===== src/rtl/spi_mem_responder.sv =====
// SPI mode-0 responder fronting a small flop-based memory: oversampled on clk, one command
// byte (R/W + start address) followed by auto-incrementing data bytes.
module spi_mem_responder #(
    parameter int unsigned ADDR_W      = 4,
    parameter int unsigned DATA_W      = 8,
    parameter int unsigned SYNC_STAGES = 2
) (
    input  logic              clk_i,
    input  logic              rst_i,
    input  logic              sclk_i,
    input  logic              cs_i,
    input  logic              mosi_i,
    output logic              miso_o,
    output logic              miso_oe_o,
    input  logic              ld_en_i,
    input  logic [ADDR_W-1:0] ld_addr_i,
    input  logic [DATA_W-1:0] ld_data_i,
    output logic              done_o,
    output logic              busy_o
);

    localparam int unsigned Depth = 1 << ADDR_W;

    typedef enum logic [1:0] {StIdle, StCmd, StWdata, StRdata} state_e;

    logic [SYNC_STAGES-1:0] sclk_sync_q, cs_sync_q, mosi_sync_q;
    logic                   sclk_prev_q, cs_prev_q;
    logic                   sclk_s, cs_s, mosi_s;
    logic                   sclk_rise, sclk_fall, cs_rise, cs_fall;

    state_e                 state_q, state_d;
    logic [2:0]             bit_cnt_q, bit_cnt_d;
    logic [ADDR_W-1:0]      addr_q, addr_d, addr_inc;
    logic [DATA_W-1:0]      in_q, in_d, out_q, out_d, byte_in;
    logic                   done_q, done_d, busy_q, busy_d;
    logic [DATA_W-1:0]      mem_q [Depth];
    logic                   mem_we;
    logic [ADDR_W-1:0]      mem_waddr;
    logic [DATA_W-1:0]      mem_wdata;
    logic                   last_bit;

    // cs chain resets low so a cs still held low after reset never looks like a new frame
    always_ff @(posedge clk_i) begin
        if (rst_i) begin
            sclk_sync_q <= '0;
            cs_sync_q   <= '0;
            mosi_sync_q <= '0;
            sclk_prev_q <= 1'b0;
            cs_prev_q   <= 1'b0;
        end else begin
            sclk_sync_q <= SYNC_STAGES'({sclk_sync_q, sclk_i});
            cs_sync_q   <= SYNC_STAGES'({cs_sync_q, cs_i});
            mosi_sync_q <= SYNC_STAGES'({mosi_sync_q, mosi_i});
            sclk_prev_q <= sclk_s;
            cs_prev_q   <= cs_s;
        end
    end

    assign sclk_s    = sclk_sync_q[SYNC_STAGES-1];
    assign cs_s      = cs_sync_q[SYNC_STAGES-1];
    assign mosi_s    = mosi_sync_q[SYNC_STAGES-1];
    assign sclk_rise = sclk_s & ~sclk_prev_q;
    assign sclk_fall = ~sclk_s & sclk_prev_q;
    assign cs_rise   = cs_s & ~cs_prev_q;
    assign cs_fall   = ~cs_s & cs_prev_q;

    assign byte_in  = {in_q[DATA_W-2:0], mosi_s};
    assign addr_inc = addr_q + ADDR_W'(1);
    assign last_bit = sclk_rise && (bit_cnt_q == 3'd7);

    always_comb begin
        state_d   = state_q;
        bit_cnt_d = bit_cnt_q;
        addr_d    = addr_q;
        in_d      = in_q;
        out_d     = out_q;
        done_d    = 1'b0;
        busy_d    = busy_q;
        mem_we    = 1'b0;
        mem_waddr = addr_q;
        mem_wdata = byte_in;

        if (state_q == StIdle && ld_en_i) begin
            mem_we    = 1'b1;
            mem_waddr = ld_addr_i;
            mem_wdata = ld_data_i;
        end

        if (cs_rise) begin
            state_d   = StIdle;
            bit_cnt_d = '0;
            out_d     = '0;
            busy_d    = 1'b0;
        end else begin
            unique case (state_q)
                StIdle: begin
                    if (cs_fall) begin
                        state_d   = StCmd;
                        bit_cnt_d = '0;
                        busy_d    = 1'b1;
                    end
                end
                StCmd: begin
                    if (sclk_rise) begin
                        in_d      = byte_in;
                        bit_cnt_d = bit_cnt_q + 3'd1;
                        if (last_bit) begin
                            addr_d = byte_in[ADDR_W-1:0];
                            if (byte_in[7]) begin
                                state_d = StRdata;
                                out_d   = mem_q[byte_in[ADDR_W-1:0]];
                            end else begin
                                state_d = StWdata;
                            end
                        end
                    end
                end
                StWdata: begin
                    if (sclk_rise) begin
                        in_d      = byte_in;
                        bit_cnt_d = bit_cnt_q + 3'd1;
                        if (last_bit) begin
                            mem_we = 1'b1;
                            addr_d = addr_inc;
                            done_d = 1'b1;
                        end
                    end
                end
                StRdata: begin
                    if (sclk_rise) begin
                        bit_cnt_d = bit_cnt_q + 3'd1;
                        if (last_bit) begin
                            addr_d = addr_inc;
                            out_d  = mem_q[addr_inc];
                            done_d = 1'b1;
                        end
                    // No shift on the falling edge right after a reload: that MSB must stay out.
                    end else if (sclk_fall && bit_cnt_q != 3'd0) begin
                        out_d = {out_q[DATA_W-2:0], 1'b0};
                    end
                end
                default: state_d = StIdle;
            endcase
        end
    end

    always_ff @(posedge clk_i) begin
        if (rst_i) begin
            state_q   <= StIdle;
            bit_cnt_q <= '0;
            addr_q    <= '0;
            in_q      <= '0;
            out_q     <= '0;
            done_q    <= 1'b0;
            busy_q    <= 1'b0;
        end else begin
            state_q   <= state_d;
            bit_cnt_q <= bit_cnt_d;
            addr_q    <= addr_d;
            in_q      <= in_d;
            out_q     <= out_d;
            done_q    <= done_d;
            busy_q    <= busy_d;
        end
    end

    always_ff @(posedge clk_i) begin
        if (rst_i) begin
            for (int i = 0; i < Depth; i++) begin
                mem_q[i] <= '0;
            end
        end else if (mem_we) begin
            mem_q[mem_waddr] <= mem_wdata;
        end
    end

    assign miso_o    = (state_q == StRdata) & out_q[DATA_W-1];
    assign miso_oe_o = (state_q == StRdata);
    assign done_o    = done_q;
    assign busy_o    = busy_q;

endmodule

===== config.mk =====
export PLATFORM = sky130hd
export DESIGN_NAME = spi_mem_responder
export DESIGN_NICKNAME = d
export VERILOG_FILES = /design/src/rtl/spi_mem_responder.sv
export SDC_FILE = /design/constraint.sdc
export NUM_CORES = 1
export LEC_CHECK = 0
export BUFFER_PORTS_ARGS = -buffer_cell sky130_fd_sc_hd__buf_2
export CORE_MARGIN = 10
export CORE_UTILIZATION = 57
export DETAILED_ROUTE_END_ITERATION = 6
export PLACE_DENSITY_LB_ADDON = 0.25
export SKIP_CTS_REPAIR_TIMING = 1
export SLEW_MARGIN = 5
export SYNTH_ARGS = -nofsm -noshare
export SYNTH_HDL_FRONTEND = slang
export SYNTH_SLANG_ARGS = --single-unit

===== constraint.sdc =====
create_clock -name clk_i -period 7.15 [get_ports clk_i]
set_clock_uncertainty 0.05 [all_clocks]
set_input_delay 1.43 -clock clk_i [delete_from_list [all_inputs] [get_ports clk_i]]
set_output_delay 1.43 -clock clk_i [all_outputs]
set_load 0.01 [all_outputs]

==> flow_metrics.py, run 1 <==
metrics = {
    "worst_hold_path": {
        "hold_class": "register to register",
    },
    "synthesis": {
        "synth_top_family_by_area": "multiplexers",
        "synthSimpleGateAreaFrac_pct": 14.7,
        "synth_cell_types": 48,
        "ys_top_cells_by_area": "edfxtp_1 (46%), mux4_2 (12%), dfxtp_1 (8.1%)",
        "synth_compound_area_share_pct": 6.98,
        "synthesis.instances": 681,
        "synth_mux_area_share_pct": 19.9,
        "avgSynthCellArea_um2": 12.4,
        "syn_area_um2": 8430,
        "synthAdderAreaFrac_pct": 1.34,
        "synth-edff-count": 128,
        "synth_warnings": 0,
        "yosys_most_used_dff": "edfxtp_1",
        "yosysTopAreaCell": "edfxtp_1",
        "synth_async_sr_flop_share_pct": 0,
        "ys_ff_latch": 162,
        "synth_xor_area_share_pct": 0.623,
        "yosys.area.top_type_share_pct": 45.6,
        "synth-seq-area-share_pct": 53.7,
        "syn-num-nets": 708,
    },
    "finish": {
        "final_common_cell": "nor2_1",
        "drive_gt1_share_pct": 20.4,
        "final_nets": 719,
        "mostFrequentLayoutCells": "nor2_1 (146), edfxtp_1 (128), mux4_2 (46), mux2i_1 (39), dfxtp_1 (32)",
        "syn_to_final_growth_pct": 8.82,
        "stdcell_count": 889,
        "antennaDiodeCount": 0,
        "fin_area_um2": 9170,
    },
    "sta": {
        "fin_crit_sh_pct": 54.2,
        "min_period_ns": 3.88,
        "finalSetupViolCount": 0,
        "finalHoldViolations": 0,
        "fmax_mhz": 258,
        "slew_headroom_pct": 37.2,
        "rsz0062_at_grt": "false",
        "tightest_slew_ns": 0.941,
        "drv_slew": 0,
        "fin_setup_tns_ns": 0,
    },
    "pwr": {
        "p_leak_uw": 0.00303,
        "clockPowerShare_pct": 40.5,
        "intPower_uw": 1540,
        "p_per_area_nw_per_um2": 223,
        "ir_drop_v": 0.000192,
        "netSwitchingFraction_pct": 24.6,
        "p_sw_uw": 505,
        "p_seq_share_pct": 52.2,
        "p_comb_share_pct": 7.3,
        "total_power_uw": 2050,
    },
    "drt": {
        "wl_met1_mm": 9.13,
        "dr.pass1.iters": 5,
        "vias": 5910,
        "antenna_left": 0,
        "remaining_drc_errors": 0,
        "drt_iter0_drc": 1055,
        "viasPerCell": 6.65,
        "wire_per_inst_um": 25.5,
        "routed_wl_mm": 22.7,
        "routed-wl-met3_mm": 2.26,
        "routed-wl-met2_mm": 10.8,
        "highest_layer": "met4",
    },
    "place": {
        "place_inst": 857,
        "place_congestion": 0.969,
        "place.detailed.hpwl_mm": 15.5,
        "io_buffer_count": 21,
        "dpl_cell_area_um2": 8640,
    },
    "die": {
        "num_rows": 44,
        "start_util_pct": 58.0,
        "die_x_um": 142,
        "design.core.area_um2": 14500,
        "die_area_um2": 20100,
        "ios": 22,
        "die_y_um": 142,
    },
    "global_route": {
        "grt_overflow": 0,
        "antenna_found_initial": 0,
        "grt_pass1_wl_mm": 34.8,
        "grt_max_degree": 69,
        "grt.total_usage_pct": 23.2,
        "first_global_vias": 5796,
    },
    "clock_network": {
        "cts_root_buf": "clkbuf_16",
        "cts_buffer_depth": 2,
        "cts_num_sinks": 162,
        "cts_max_level": 4,
        "cts_made_buffers": 17,
        "clkSlewWorstSetupHoldPaths_ns": 0.06,
        "insertion_delay_ns": 0.43,
        "cts_tree": "built",
    },
    "flow_run": {
        "maxCapViolCount": 0,
    },
    "worst_setup_path": {
        "critPathArrivalTime_ns": 3.92,
        "critPathMaxFanout": 17,
        "required_ns": 7.20,
        "crit_path_start_kind": "primary input",
        "endpoint_kind": "register",
        "path_class": "primary input to register",
    },
    "outcome": {
        "outcome": "finished clean",
    },
}
[routing by layer]
| metal | up-vias | GRT usage, % |
|---|---|---|
| li1 | 2585 | - |
| met1 | 2965 | 31.2 |
| met2 | 323 | 35.9 |
| met3 | 37 | 6.07 |
| met4 | 0 | 7.26 |
| met5 | - | 0 |
[cell usage after synthesis, drive strengths merged, types with 2 or more instances]
cell type / n
a2111oi: 7
a211oi: 16
a21oi: 22
a41oi: 2
and3: 2
and3b: 2
buf: 27
clkbuf: 14
dfxtp: 34
edfxtp: 128
ha: 9
inv: 6
mux2: 22
mux2i: 39
mux4: 46
nand2: 28
nand2b: 24
nand3: 2
nand3b: 3
nand4b: 3
nor2: 146
nor2b: 25
nor3: 17
nor3b: 2
nor4: 7
o21a: 2
o21ai: 15
o22ai: 12
o32a: 7
or2: 3
xor2: 2
[worst paths after layout]
check	slack, ns	startpoint	depth (start not counted)	endpoint
max	3.27	ld_en_i	6	mem_q[4][3]
min	0.39	cs_sync_q[0]	1	cs_sync_q[1]
max reg2reg	3.52	state_q[0]	7	mem_q[4][3]
min reg2reg	0.39	cs_sync_q[0]	1	cs_sync_q[1]
[critical path, cell delays in order]
cell      delay [ns]
buf_2           0.13
nand2_1         0.61
mux2i_1         0.57
nor3b_2         0.48
nand2_1         0.30
nand2b_1        0.40
[sequential cells by signal, summed over array words and instances (netlist names), 3 cells and up]
register	count
addr_q	4
mem_q	128
out_q	8
bit_cnt_q	3
in_q	7
[final cells by class]
| cell class | instances | area (µm²) |
|---|---|---|
| well taps | 184 | 230 |
| clock buffers | 18 | 429 |
| repair buffers | 33 | 195 |
| inverters | 6 | 22.5 |
| clock inverters | 14 | 104 |
| fillers | 1102 | 5360 |
| flip-flops and latches | 162 | 4530 |
| multi-input cells | 472 | 3670 |
[per-stage QoR]
step                setup slack (ns)  utilization (%)  hold WS [ns]
floorplan                       4.11                -         0.364
global placement                3.03             59.5         0.368
detailed placement              2.85             59.5         0.382
CTS                             3.32             63.1         0.394
global route                    3.17             63.1         0.412
finish                          3.27             63.1         0.390
[power groups by stage]
stage | logic [µW] | registers [µW] | clock network, µW
after floorplan | 95.1 | 1080 | 0
after global placement | 142 | 1090 | 0
after detailed placement | 146 | 1090 | 0
after CTS | 147 | 1070 | 833
after global routing | 157 | 1070 | 880
final | 150 | 1070 | 830
[cell families after synthesis]
family / count (synthesis)
AO/OA/AOI/OAI: 87
XOR/XNOR: 3
adder cells (fa/ha/maj): 9
buffers and inverters: 47
flip-flops: 162
multiplexers: 107
AND/OR/NAND/NOR: 266
Note: power is estimated with default switching activity, not from simulation.
==> inputs of run 2 (changes only) <==
clock period = 3.79 ns   (was 7.15 ns; I/O delays follow)
==> flow_metrics.py, run 2 (synthesis results as in run 1) <==
metrics = {
    "outcome": {
        "outcome": "finished clean",
    },
    "worst_hold_path": {
        "hold_class": "register to register",
    },
    "clock_network": {
        "cts_made_buffers": 17,
        "clkSlewWorstSetupHoldPaths_ns": 0.06,
        "cts_root_buf": "clkbuf_16",
        "insertion_delay_ns": 0.43,
        "cts_tree": "built",
        "cts_buffer_depth": 2,
        "cts_num_sinks": 162,
        "cts_max_level": 4,
    },
    "global_route": {
        "grt.total_usage_pct": 23.3,
        "antenna_found_initial": 0,
        "grt_overflow": 0,
        "first_global_vias": 5870,
        "grt_pass1_wl_mm": 35.3,
        "grt_max_degree": 48,
    },
    "finish": {
        "stdcell_count": 896,
        "final_common_cell": "nor2_1",
        "fin_area_um2": 9260,
        "top_register": "mem_q",
        "syn_to_final_growth_pct": 9.87,
        "final_util_pct": 63.7,
        "largest_reg_flops": 128,
        "final_nets": 726,
        "drive_gt1_share_pct": 20.6,
        "top_regs": "mem_q: 128 flops, out_q: 8 flops, in_q: 7 flops",
        "mostFrequentLayoutCells": "nor2_1 (146), edfxtp_1 (128), mux4_2 (46), mux2i_1 (39), dfxtp_1 (32)",
        "antennaDiodeCount": 0,
        "fillCellCount": 1110,
    },
    "flow_run": {
        "maxCapViolCount": 0,
    },
    "sta": {
        "slew_headroom_pct": 29.2,
        "setup_ws_ns": 0.510,
        "fin_setup_tns_ns": 0,
        "fin_crit_sh_pct": 86.5,
        "rsz0062_at_grt": "false",
        "tightest_slew_ns": 1.06,
        "drv_slew": 0,
        "finalHoldViolations": 0,
        "min_period_ns": 3.28,
        "finalSetupViolCount": 0,
        "fmax_mhz": 305,
    },
    "worst_setup_path": {
        "critPathArrivalTime_ns": 3.32,
        "path_class": "register to register",
        "endpoint_kind": "register",
        "required_ns": 3.83,
        "cpPeakStageDelay_ns": 0.61,
        "critPathMaxFanout": 11,
        "slowest_stage": "mux2i_1",
        "path_delay_family": "simple AND/OR/NAND/NOR gates",
        "critPathBufInv": 1,
        "crit_path_start_kind": "register",
        "cp_common_cell": "nand2_1",
        "cp_cell_sequence": "inv_1, ha_1, nand2_1, mux2i_1, nor3b_2, nand2_1, nand2b_1",
    },
    "die": {
        "die_x_um": 142,
        "start_util_pct": 58.0,
        "design.core.area_um2": 14500,
        "ios": 22,
        "die_area_um2": 20100,
        "die_y_um": 142,
        "num_rows": 44,
    },
    "place": {
        "dpl_cell_area_um2": 8690,
        "io_buffer_count": 21,
        "place.detailed.hpwl_mm": 16.2,
        "post-place-ws_ns": 0.547,
        "place_congestion": 0.941,
        "place_inst": 864,
    },
    "drt": {
        "viasPerCell": 6.66,
        "wire_per_inst_um": 25.9,
        "antenna_left": 0,
        "remaining_drc_errors": 0,
        "vias": 5967,
        "drt_iter0_drc": 833,
        "routed_wl_mm": 23.2,
        "dr.pass1.iters": 7,
    },
    "pwr": {
        "p_per_area_nw_per_um2": 432,
        "p_leak_uw": 0.00307,
        "ir_drop_v": 0.000325,
    },
}
==> run 2: cell types whose count changed in the layout (fill, tap and decap cells not counted), sizes merged <==
cell / before / now
bufinv: 0 / 2
clkbuf: 18 / 23
inv: 10 / 7
clkinvlp: 6 / 5
buf: 33 / 40
clkinv: 4 / 1
==> run 2: final timing paths <==
path / from / end / slack [ns] / cells past startpoint
min reg2reg: mosi_sync_q[0] / mosi_sync_q[1] / 0.39 / 1
max reg2reg: state_q[0] / mem_q[6][6] / 0.51 / 7
max: state_q[0] / mem_q[6][6] / 0.51 / 7
min: mosi_sync_q[0] / mosi_sync_q[1] / 0.39 / 1
==> run 2: layout make-up <==
| type | count | area [µm²] | area share (%) |
|---|---|---|---|
| well taps | 184 | 230 | 2.49 |
| clock inverters | 9 | 111 | 1.20 |
| clock buffers | 23 | 458 | 4.94 |
| repair buffers | 40 | 248 | 2.67 |
| flip-flops and latches | 162 | 4530 | 48.9 |
| inverters | 6 | 22.5 | 0.243 |
| multi-input cells | 472 | 3670 | 39.6 |
==> run 2: worst reg2reg max path, stage by stage, from the launching register on <==
cell and delay, ns:
dfxtp_1 0.41, inv_1 0.11, ha_1 0.30, nand2_1 0.35, mux2i_1 0.61, nor3b_2 0.44, nand2_1 0.26, nand2b_1 0.41
==> run 2: per-layer routing <==
layer  GRT usage (%)  part of all wire [%]  vias to the layer above
li1                -                     -                     2595
met1            30.9                    39                     2930
met2            35.7                    47                      394
met3            7.24                    12                       48
met4            7.80                   2.6                        0
met5               0                     0                        -
==> run 2: where the power goes <==
group / leakage (µW) / total (µW) / internal [µW] / switching, µW
combinational: 0.00121 / 281 / 102 / 179
sequential: 0.00160 / 2020 / 1980 / 49.1
clock: 0.000260 / 1700 / 988 / 707
==> run 2: metrics by stage <==
stage          hold slack [ns]  total power (µW)
6_report                 0.392              4000
5_1_grt                  0.413              4100
4_1_cts                  0.396              4000
3_5_place_dp             0.384              2330
3_3_place_gp             0.376              2320
2_1_floorplan            0.364              2210
